## src/rtl/cache_arbiter_pkg.sv

```systemverilog
// Shared types for the LC-3b cache arbiter: line/word types and arbiter state encoding.
package cache_arbiter_pkg;

    typedef logic [15:0]  lc3b_word;
    typedef logic [127:0] lc3b_line;

    typedef enum logic [1:0] {
        ARB_IDLE = 2'd0,
        ARB_I    = 2'd1,
        ARB_D    = 2'd2
    } arb_state_t;

endpackage

```

## src/rtl/cache_arbiter.sv

```systemverilog
// Shares one physical-memory line port between the I-cache and D-cache.
// Optional ARB_ROUND_ROBIN_EN: alternate grants on simultaneous requests (default: D over I).
//
// state    | meaning
// ARB_IDLE | no transaction; sample requests and latch the winner
// ARB_I    | serving I-cache line read
// ARB_D    | serving D-cache line read or write-back
module cache_arbiter
    import cache_arbiter_pkg::*;
#(
    parameter int ADDR_W = 16,
    parameter int LINE_W = 128
) (
    input  logic              clk,
    input  logic              rst_n,
    input  logic              i_read,
    input  logic [ADDR_W-1:0] i_addr,
    output logic [LINE_W-1:0] i_rdata,
    output logic              i_resp,
    input  logic              d_read,
    input  logic              d_write,
    input  logic [ADDR_W-1:0] d_addr,
    input  logic [LINE_W-1:0] d_wdata,
    output logic [LINE_W-1:0] d_rdata,
    output logic              d_resp,
    output logic              pmem_read,
    output logic              pmem_write,
    output logic [ADDR_W-1:0] pmem_addr,
    output logic [LINE_W-1:0] pmem_wdata,
    input  logic [LINE_W-1:0] pmem_rdata,
    input  logic              pmem_resp
);

    arb_state_t        state, state_nxt;
    logic [ADDR_W-1:0] addr_q;
    logic [LINE_W-1:0] wdata_q;
    logic              wflag;
    logic              d_req;
    logic              grant_d, grant_i;

    assign d_req = d_read | d_write;

`ifdef ARB_ROUND_ROBIN_EN
    logic last_grant;   // 0 = I served last, 1 = D served last

    assign grant_d = d_req && (!i_read || !last_grant);
    assign grant_i = i_read && (!d_req || last_grant);
`else
    assign grant_d = d_req;
    assign grant_i = i_read && !d_req;
`endif

    always_ff @(posedge clk) begin
        if (!rst_n) begin
            state   <= ARB_IDLE;
            addr_q  <= '0;
            wdata_q <= '0;
            wflag   <= 1'b0;
`ifdef ARB_ROUND_ROBIN_EN
            last_grant <= 1'b1;
`endif
        end else begin
            state <= state_nxt;
            if (state == ARB_IDLE) begin
                if (state_nxt == ARB_D) begin
                    addr_q  <= d_addr;
                    wdata_q <= d_wdata;
                    wflag   <= d_write;
`ifdef ARB_ROUND_ROBIN_EN
                    last_grant <= 1'b1;
`endif
                end else if (state_nxt == ARB_I) begin
                    addr_q  <= i_addr;
                    wdata_q <= '0;
                    wflag   <= 1'b0;
`ifdef ARB_ROUND_ROBIN_EN
                    last_grant <= 1'b0;
`endif
                end
            end
        end
    end

    always_comb begin
        state_nxt = state;
        case (state)
            ARB_IDLE: begin
                if (grant_d)      state_nxt = ARB_D;
                else if (grant_i) state_nxt = ARB_I;
            end
            ARB_I, ARB_D: begin
                if (pmem_resp) state_nxt = ARB_IDLE;
            end
            default: state_nxt = ARB_IDLE;
        endcase
    end

    // A requester that withdrew mid-transaction gets no resp pulse.
    always_comb begin
        pmem_read  = 1'b0;
        pmem_write = 1'b0;
        pmem_addr  = addr_q;
        pmem_wdata = wdata_q;
        i_resp     = 1'b0;
        d_resp     = 1'b0;
        i_rdata    = '0;
        d_rdata    = '0;
        if (state == ARB_I || state == ARB_D) begin
            pmem_read  = !wflag;
            pmem_write = wflag;
        end
        if (state == ARB_I && pmem_resp && i_read) begin
            i_resp  = 1'b1;
            i_rdata = pmem_rdata;
        end
        if (state == ARB_D && pmem_resp && d_req) begin
            d_resp  = 1'b1;
            d_rdata = pmem_rdata;
        end
    end

endmodule

```

## config.mk

```make
export PLATFORM = sky130hd
export DESIGN_NAME = cache_arbiter
export DESIGN_NICKNAME = d
export VERILOG_FILES = /design/src/rtl/cache_arbiter_pkg.sv /design/src/rtl/cache_arbiter.sv
export SDC_FILE = /design/constraint.sdc
export NUM_CORES = 1
export LEC_CHECK = 0
export BUFFER_PORTS_ARGS = -buffer_cell sky130_fd_sc_hd__buf_2
export CORE_AREA = 2 2 275 277
export CTS_CLUSTER_SIZE = 28
export DETAILED_ROUTE_END_ITERATION = 6
export DIE_AREA = 0 0 277 279
export GPL_TIMING_DRIVEN = 0
export PLACE_DENSITY = 0.4
export SYNTH_ARGS = -nofsm -noshare
export SYNTH_HDL_FRONTEND = slang
export SYNTH_SLANG_ARGS = --single-unit
```

## constraint.sdc

```tcl
create_clock -name clk -period 7.3 [get_ports clk]
set_input_delay 0.365 -clock clk [delete_from_list [all_inputs] [get_ports clk]]
set_output_delay 0.365 -clock clk [all_outputs]
set_load 0.02 [all_outputs]
```

==> results.ini, run 1 <==
[power]
p_leak_uw = 0.00660
design_power_total_uw = 2680
power_density_mw_per_mm2 = 205
vdd.ir_drop.worst_v = 0.000159

[cells_and_area]
final_cells = 2659
fill_cells = 8447
nNetsFinal = 1970
drive_gt1_share_pct = 47.5
syn_to_final_growth_pct = 68.6
final_cell_mix = buf_2, and2_1, dfxtp_1, nand2_1, nand3_1
layout_commonest_cell = buf_2

[sta]
grt_setup_unrepaired = false
finalHoldViolCount = 0
finalCritPeriodShare_pct = 47.7
tightest_slew_ns = 1.11
slew_violations = 0
clock.fmax_mhz = 287
min_period_ns = 3.48
relSlewSlack_pct = 26.0
holdWs_ns = 0.170
setup_viol = 0
fin_skew_ns = 0.0129
setup_tns_ns = 0

[critical_path]
path_class = reg2out
rrSetupSlack_ns = 4.22
start_kind = flip-flop
cp_data_arrival_time_ns = 3.11
worstSetupEndpointType = output port
required_ns = 6.93
r2r_cells = 11
reg2reg_from = state[0]
rr_endpoint = pmem_wdata[94]
worstPathMaxFanout = 10

[clock_tree]
holdBufCountCts = 0
numCtsBuffers = 17
clk-insertion-delay-late_ns = 0.46
clock_sinks = 147
cts_resized = 0
clk_pin_slew_ns = 0.07
clk_path_buf_depth = 2
tritoncts = done
post_cts.repair.setup_buffers = 0
h-tree-depth = 4
cts-root-buf = clkbuf_16

[place]
portBuffers = 696
place_hpwl_mm = 49.2
gp_congestion = 0.928
dp.cells = 2621

[detailed_routing]
drtAntennaViolNets = 0
wirelength_mm = 55.8
dr.pass1.iters = 5
route.vias.total = 9707
drt_iter0_markers = 328
vias_per_cell = 3.65
wire_per_inst_um = 21.0
drc = 0

[synthesis]
ys_async_sr_fraction_pct = 0
netlist_area_mm2 = 0.00776
synth_top_cell_by_area = dfxtp_1
synthTopCellsByArea = dfxtp_1, and2_1, nand3_1
synth_fa_ha_area_share_pct = 0.806
synth_compound_area_share_pct = 15.7
yosysUniqueCellTypes = 29
synth-seq-cells = 147
syn-num-nets = 1255
synth_edf_count = 0
yosysSeqAreaShare_pct = 37.9
synth-xor-area-share_pct = 0
synth_simple_gate_area_share_pct = 37.4
synth_top_family_by_area = simple AND/OR/NAND/NOR gates
postSynthCellCount = 956
synthMuxAreaShare_pct = 2.06
syn_area_per_cell_um2 = 8.11
synth_top_area_share_pct = 37.9
yosysWarnings = 0
synthFlopType = dfxtp_1

[global_route]
grt-ovfl-total = 0
grt_pass1_vias = 9888
grt_pass1_wl_mm = 75.5
grt_antenna_before_repair = 48
grt_max_degree = 17
track_usage_pct = 13.9

[floorplan]
die_h_um = 279
die_w_um = 277
dieArea_mm2 = 0.0773
start_util_pct = 10.5
core_area_mm2 = 0.0741
rows = 100
io_pins = 698

[job]
cap_violations = 0

[min_path]
hp-class = in2reg
min_from = d_wdata[62]
whs_path_depth = 3
hold_path_end = pmem_wdata[62]

[status]
status = complete, no violations

-- power by group --
| part | switching (µW) | internal (µW) | leakage (µW) | total [µW] |
|---|---|---|---|---|
| clock network | 403 | 554 | 0.000301 | 957 |
| registers | 39.8 | 880 | 0.00120 | 920 |
| logic | 532 | 273 | 0.00510 | 805 |
| total | 975 | 1710 | 0.00660 | 2680 |
-- worst max-delay path by stage --
stage	from	end	slack, ns	cells past startpoint
detailed placement	state[0]	pmem_wdata[94]	4.12	11
CTS	state[0]	d_rdata[108]	3.92	8
floorplan	state[0]	pmem_addr[11]	4.82	12
finish	state[0]	d_rdata[108]	3.82	8
global placement	state[0]	pmem_wdata[93]	4.21	11
global route	state[0]	d_rdata[108]	3.73	8
-- cells in the mapped netlist (all sizes together), types with 2 or more instances --
cell type	number
a21boi	129
and2	257
nand2b	2
ha	5
clkbuf	50
nand3	129
mux2i	16
nor2	3
o21ai	18
nor2b	3
inv	2
buf	42
nand2	130
dfxtp	147
a21oi	18
-- worst max-delay path: stages, from the launching register on --
cell	delay [ns]
dfxtp_1	0.36
inv_1	0.10
ha_1	0.15
nand2_1	0.05
nor2_1	0.71
clkbuf_1	0.59
clkbuf_2	0.33
and2_1	0.16
buf_2	0.19
-- cells by family (layout without fill, tap and decap cells) --
kind of cell	count (synthesis)	after routing
adder cells (fa/ha/maj)	5	5
multiplexers	16	16
AO/OA/AOI/OAI	166	166
flip-flops	147	147
AND/OR/NAND/NOR	528	528
buffers and inverters	94	822
other	0	6
-- state kept, by name (all words and copies together) (netlist names) --
register and flops:
pmem_wdata 128, pmem_addr 16, state 2, wflag 1
-- final cells by class --
class / instances / area, µm² / area share [%]
well taps: 969 / 1210 / 9.27
clock buffers: 19 / 443 / 3.39
multi-input cells: 715 / 4350 / 33.2
inverters: 2 / 7.51 / 0.0574
plain buffers: 92 / 460 / 3.52
flip-flops and latches: 147 / 2940 / 22.5
repair buffers: 696 / 3480 / 26.6
clock inverters: 13 / 171 / 1.31
diodes: 6 / 15.0 / 0.115
-- routing by layer --
layer	GRT usage (%)	share of wire, %	vias up
met1	14.5	37	4502
met3	4.33	7.3	114
met5	0	0.090	-
li1	-	-	4569
met2	26.5	52	512
met4	4.11	3.1	10
-- through the flow --
stage | util [%] | setup WS, ns | area (µm²)
3_3_place_gp | 16.8 | 4.21 | 12500
6_report | 17.7 | 3.82 | 13100
3_5_place_dp | 16.8 | 4.12 | 12500
4_1_cts | 17.6 | 3.92 | 13100
5_1_grt | 17.7 | 3.73 | 13100
2_1_floorplan | - | 4.82 | 7760
(Power assumes the default switching activity.)
==> run 2: changes to the inputs <==
CORE_AREA = 2 2 268 270   (was 2 2 275 277)
DIE_AREA = 0 0 270 272   (was 0 0 277 279)
PLACE_DENSITY = 0.42   (was 0.4)
clock period = 2.79 ns   (was 7.3 ns; I/O delays follow)
==> results.ini, run 2 (synthesized netlist as in run 1, its figures left out) <==
[floorplan]
rows = 98  ; -2.0%
start_util_pct = 11.0  ; +0.49 points
dieArea_mm2 = 0.0734  ; -5.0%
core_area_mm2 = 0.0708  ; -4.5%
die_h_um = 272  ; -2.5%
io_pins = 698  ; unchanged
die_w_um = 270  ; -2.5%

[critical_path]
critPathMaxStageDelay_ns = 0.39  ; -0.32 ns
worst_path_max_delay_cell = or3_1
cp_data_arrival_time_ns = 3.00  ; -0.11 ns
required_ns = 3.10  ; -3.83 ns
worstPathMaxFanout = 10  ; unchanged
reg2reg_from = state[0]
rrSetupSlack_ns = 0.10  ; -4.12 ns
path_class = reg2reg
cp-startpoint = state[0]
r2r_cells = 12  ; +1
cpMostUsedCell = buf_4
start_kind = flip-flop
path_cells = inv_2 -> ha_4 -> nor2b_4 -> a22oi_2 -> or3_1 -> ha_1 -> and2b_1 -> buf_12 -> buf_4 -> buf_4 -> o21ai_0 -> a21oi_1
worstSetupEndpointType = flip-flop

[sta]
finalHoldViolCount = 0  ; unchanged
fin_ws_ns = 0.103  ; -3.72 ns
setup_viol = 0  ; unchanged
fin_skew_ns = 0.0142  ; +0.00128 ns
setup_tns_ns = 0  ; unchanged
clock.fmax_mhz = 372
tightest_slew_ns = 0.929  ; -0.182 ns
min_period_ns = 2.69
finalCritPeriodShare_pct = 96.3
slew_violations = 0  ; unchanged
relSlewSlack_pct = 38.1  ; +12 points

[job]
cap_violations = 0  ; unchanged

[global_route]
grt_antenna_before_repair = 40  ; -17%
grt_max_degree = 20  ; +3
track_usage_pct = 14.9  ; +1.0 points
grt-ovfl-total = 0  ; unchanged
grt_pass1_wl_mm = 78.7  ; +4.2%
grt_pass1_vias = 10600  ; +7.1%

[min_path]
hp-class = in2reg
whs_path_depth = 3  ; unchanged
min_from = i_addr[13]

[place]
portBuffers = 696  ; unchanged
place_hpwl_mm = 49.4  ; +0.37%
gp_congestion = 0.946  ; +2.0%
dp.cells = 2602  ; -0.72%
pre_cts_ws_ns = -0.486  ; -4.61 ns

[detailed_routing]
drc = 0  ; unchanged
drt_iter0_markers = 410  ; +25%
dr.pass1.iters = 4  ; -1
wirelength_mm = 57.3  ; +2.7%
drtAntennaViolNets = 0  ; unchanged
vias_per_cell = 3.73  ; +2.2%
route.vias.total = 10400  ; +7.3%
wire_per_inst_um = 20.5  ; -2.2%

[cells_and_area]
utilization_pct = 20.9  ; +3.2 points
nNetsFinal = 2124  ; +7.8%
largest_reg_flops = 128  ; unchanged
layout_commonest_cell = buf_2
final_cells = 2792  ; +5.0%
final_cell_mix = buf_2, and2_1, dlygate4sd3_1, dfxtp_1, nand2_1
syn_to_final_growth_pct = 90.3
drive_gt1_share_pct = 45.0  ; -2.5 points

[clock_tree]
clock_sinks = 147  ; unchanged
clk-insertion-delay-late_ns = 0.44  ; -0.02 ns
clk_path_buf_depth = 2  ; unchanged
clk_pin_slew_ns = 0.07  ; about the same
tritoncts = done
cts-root-buf = clkbuf_16
numCtsBuffers = 17  ; unchanged
h-tree-depth = 4  ; unchanged

[power]
vdd.ir_drop.worst_v = 0.000345  ; +120%
p_leak_uw = 0.00733  ; +11%
power_density_mw_per_mm2 = 491  ; +140%

[status]
status = complete, no violations

## run 2: what timing repair did
item | in CTS | in global routing
buffers inserted | 1 | 2
gates cloned | 1 | 1
endpoints found under the hold margin | 143 | 0
pin swaps | 0 | 5
hold buffers | 150 | 0
resized for setup | 36 | 31
setup endpoints to repair | 297 | 198
## run 2: final timing paths
check	endpoint
setup reg to reg	pmem_addr[7]
hold / removal	pmem_addr[13]
hold reg to reg	pmem_wdata[97]
setup / recovery	pmem_addr[7]
## run 2: through the flow
| stage | power (µW) | area (µm²) | hold slack (ns) |
|---|---|---|---|
| floorplan | 3620 | 7760 | 0.286 |
| finish | 7250 | 14800 | 0.0302 |
| global placement | 4580 | 12400 | 0.408 |
| CTS | 7340 | 14600 | 0.000320 |
| global route | 7650 | 14800 | 0.0236 |
| detailed placement | 4610 | 12400 | 0.414 |
## run 2: final cells by class
cell class / instances / area, µm²
Tap cell: 950 / 1190
Timing Repair Buffer: 851 / 5060
Fill cell: 7964 / 56000
Multi-Input combinational cell: 715 / 4380
Clock buffer: 17 / 425
Sequential cell: 147 / 2950
Buffer: 91 / 578
Antenna cell: 4 / 10.0
Inverter: 2 / 7.51
Clock inverter: 15 / 168
## run 2: metal layers
metal	GRT usage, %	part of all wire (%)	wire, µm	up-vias
met5	0	0.070	40	-
met4	4.66	3.1	1760	6
met2	28.4	53	30200	503
met1	16.0	38	21600	4916
met3	3.83	6.4	3650	115
li1	-	-	-	4877
## run 2: worst max-delay path, delay by kind of cell (launching register included)
kind / cells / cell delay [ns]
flops: 1 / 0.37
fa+ha+maj: 2 / 0.56
simple gates: 3 / 0.74
compound gates: 3 / 0.37
buf+inv: 4 / 0.52
## run 2: power by group
part	switching, µW	leakage [µW]	total [µW]	internal, µW
sequential	105	0.00120	2410	2300
combinational	1460	0.00584	2430	962
clock	1140	0.000285	2410	1280
total	2710	0.00733	7250	4540
==> run 3: changes to the inputs <==
CTS_BUF_LIST = sky130_fd_sc_hd__clkbuf_8 sky130_fd_sc_hd__clkbuf_16   (was default)
SLEW_MARGIN = 25   (was default)
==> results.ini, run 3 (synthesized netlist as in run 1, its figures left out) <==
[status]
status = complete, no violations

[cells_and_area]
register_area_mm2 = 0.00295  ; unchanged
layout_commonest_cell = buf_2
fill_cells = 8009  ; +0.57%
multiInputGateArea_mm2 = 0.00436  ; -0.34%
nNetsFinal = 2130  ; +0.28%
final_cell_mix = buf_2, and2_1, dlygate4sd3_1, dfxtp_1, nand2_1
syn_to_final_growth_pct = 91.8
largest_reg_flops = 128  ; unchanged
post-route-cell-area_mm2 = 0.0149  ; +0.76%
utilization_pct = 21.0  ; +0.16 points
drive_gt1_share_pct = 44.9  ; -0.12 points

[clock_tree]
clk-insertion-delay-late_ns = 0.44  ; about the same
numCtsBuffers = 17  ; unchanged
h-tree-depth = 4  ; unchanged
clock_sinks = 147  ; unchanged
cts-root-buf = clkbuf_16
clk_pin_slew_ns = 0.07  ; about the same
clk_path_buf_depth = 2  ; unchanged
tritoncts = done

[place]
place_hpwl_mm = 49.4  ; about the same
portBuffers = 696  ; unchanged
gp_congestion = 0.946  ; unchanged
placed_area_mm2 = 0.0124  ; about the same

[job]
cap_violations = 0  ; unchanged

[power]
power_density_mw_per_mm2 = 484  ; -1.5%
vdd.ir_drop.worst_v = 0.000385  ; +11%
design_power_total_uw = 7200  ; -0.72%
p_leak_uw = 0.00739  ; +0.77%

[global_route]
grt_max_degree = 20  ; unchanged
grt_pass1_vias = 10500  ; -1.1%
grt_pass1_wl_mm = 78.5  ; -0.31%
track_usage_pct = 14.9  ; +0.019 points
grt-ovfl-total = 0  ; unchanged
grt_antenna_before_repair = 39  ; -2.5%

[sta]
tightest_slew_ns = 0.589  ; -0.340 ns
finalCritPeriodShare_pct = 98.0  ; +1.7 points
fin_skew_ns = 0.0103  ; -0.00390 ns
holdWs_ns = 0.0399  ; +0.00972 ns
clock.fmax_mhz = 366  ; -1.8%
finalHoldViolCount = 0  ; unchanged
slew_violations = 0  ; unchanged
grt_setup_unrepaired = true
setup_viol = 0  ; unchanged
relSlewSlack_pct = 60.8  ; +23 points
min_period_ns = 2.73  ; +0.0479 ns

[floorplan]
core_area_mm2 = 0.0708  ; unchanged
die_w_um = 270  ; unchanged
io_pins = 698  ; unchanged
rows = 98  ; unchanged
start_util_pct = 11.0  ; unchanged
die_h_um = 272  ; unchanged
dieArea_mm2 = 0.0734  ; unchanged

[critical_path]
required_ns = 3.16  ; +0.06 ns
worst_path_max_delay_cell = dfxtp_4
critPathMaxStageDelay_ns = 0.37  ; -0.02 ns
path_class = reg2reg
path_cells = inv_1 -> ha_1 -> nor2b_4 -> a22oi_1 -> or3_1 -> ha_1 -> and2b_1 -> buf_8 -> buf_12 -> buf_12 -> nand3_1 -> a21boi_1
worstSetupEndpointType = flip-flop
start_kind = flip-flop
cp_data_arrival_time_ns = 3.10  ; +0.10 ns
worstPathMaxFanout = 10  ; unchanged
critical-path-top-delay-family = simple AND/OR/NAND/NOR gates
cp_num_buf_inv = 4  ; unchanged

[detailed_routing]
drtAntennaViolNets = 0  ; unchanged
vias_per_cell = 3.72  ; -0.18%
wire_per_inst_um = 20.4  ; -0.33%
wirelength_mm = 57.4  ; +0.20%
dr.pass1.iters = 4  ; unchanged
drc = 0  ; unchanged
route.vias.total = 10500  ; +0.36%
drt_iter0_markers = 423  ; +3.2%

[min_path]
hp-class = in2reg

## run 3: cell type report
type	instances	share of cell area, %
diodes	14	0.235
plain buffers	91	4.19
clock buffers	19	3.04
clock inverters	12	0.824
inverters	2	0.0505
multi-input cells	715	29.3
flip-flops and latches	147	19.8
well taps	950	7.99
repair buffers	857	34.5
## run 3: tightest hold or removal path: stages
cell and delay (ns):
buf_2 0.10, mux2i_1 0.07, a21oi_1 0.13
## run 3: final timing paths
check / from / end / slack [ns] / cells after the start
setup reg to reg: state[0] / pmem_wdata[95] / 0.06 / 12
hold / removal: d_addr[3] / pmem_addr[3] / 0.04 / 3
setup / recovery: state[0] / pmem_wdata[95] / 0.06 / 12
hold reg to reg: pmem_wdata[20] / pmem_wdata[20] / 0.45 / 2
## run 3: stage by stage
stage	cells	setup WS (ns)	setup TNS, ns
6_report	2807	0.0554	0
3_5_place_dp	2602	-0.496	-38.75
5_1_grt	2799	-0.0918	-3.38
4_1_cts	2792	0.00438	0
3_3_place_gp	2602	-0.330	-15.37
2_1_floorplan	956	0.314	0
## run 3: where the power goes
group          internal (µW)  total (µW)  switching, µW
Combinational           1000        2480           1480
Clock                   1280        2310           1020
Sequential              2300        2410            104
## run 3: layer usage
metal	up-vias	part of all wire (%)	GRT usage, %
met3	117	6.1	3.83
met5	-	0.059	0
met1	4942	38	15.9
li1	4895	-	-
met4	6	3.6	5.47
met2	494	52	28.2
## run 3: timing repair
action,CTS,global route
setup endpoints to repair,299,213
resized for setup,38,73
pin swaps,0,21
hold endpoints to repair,145,0
gates cloned,1,1
hold buffers,157,0
setup buffers,2,0
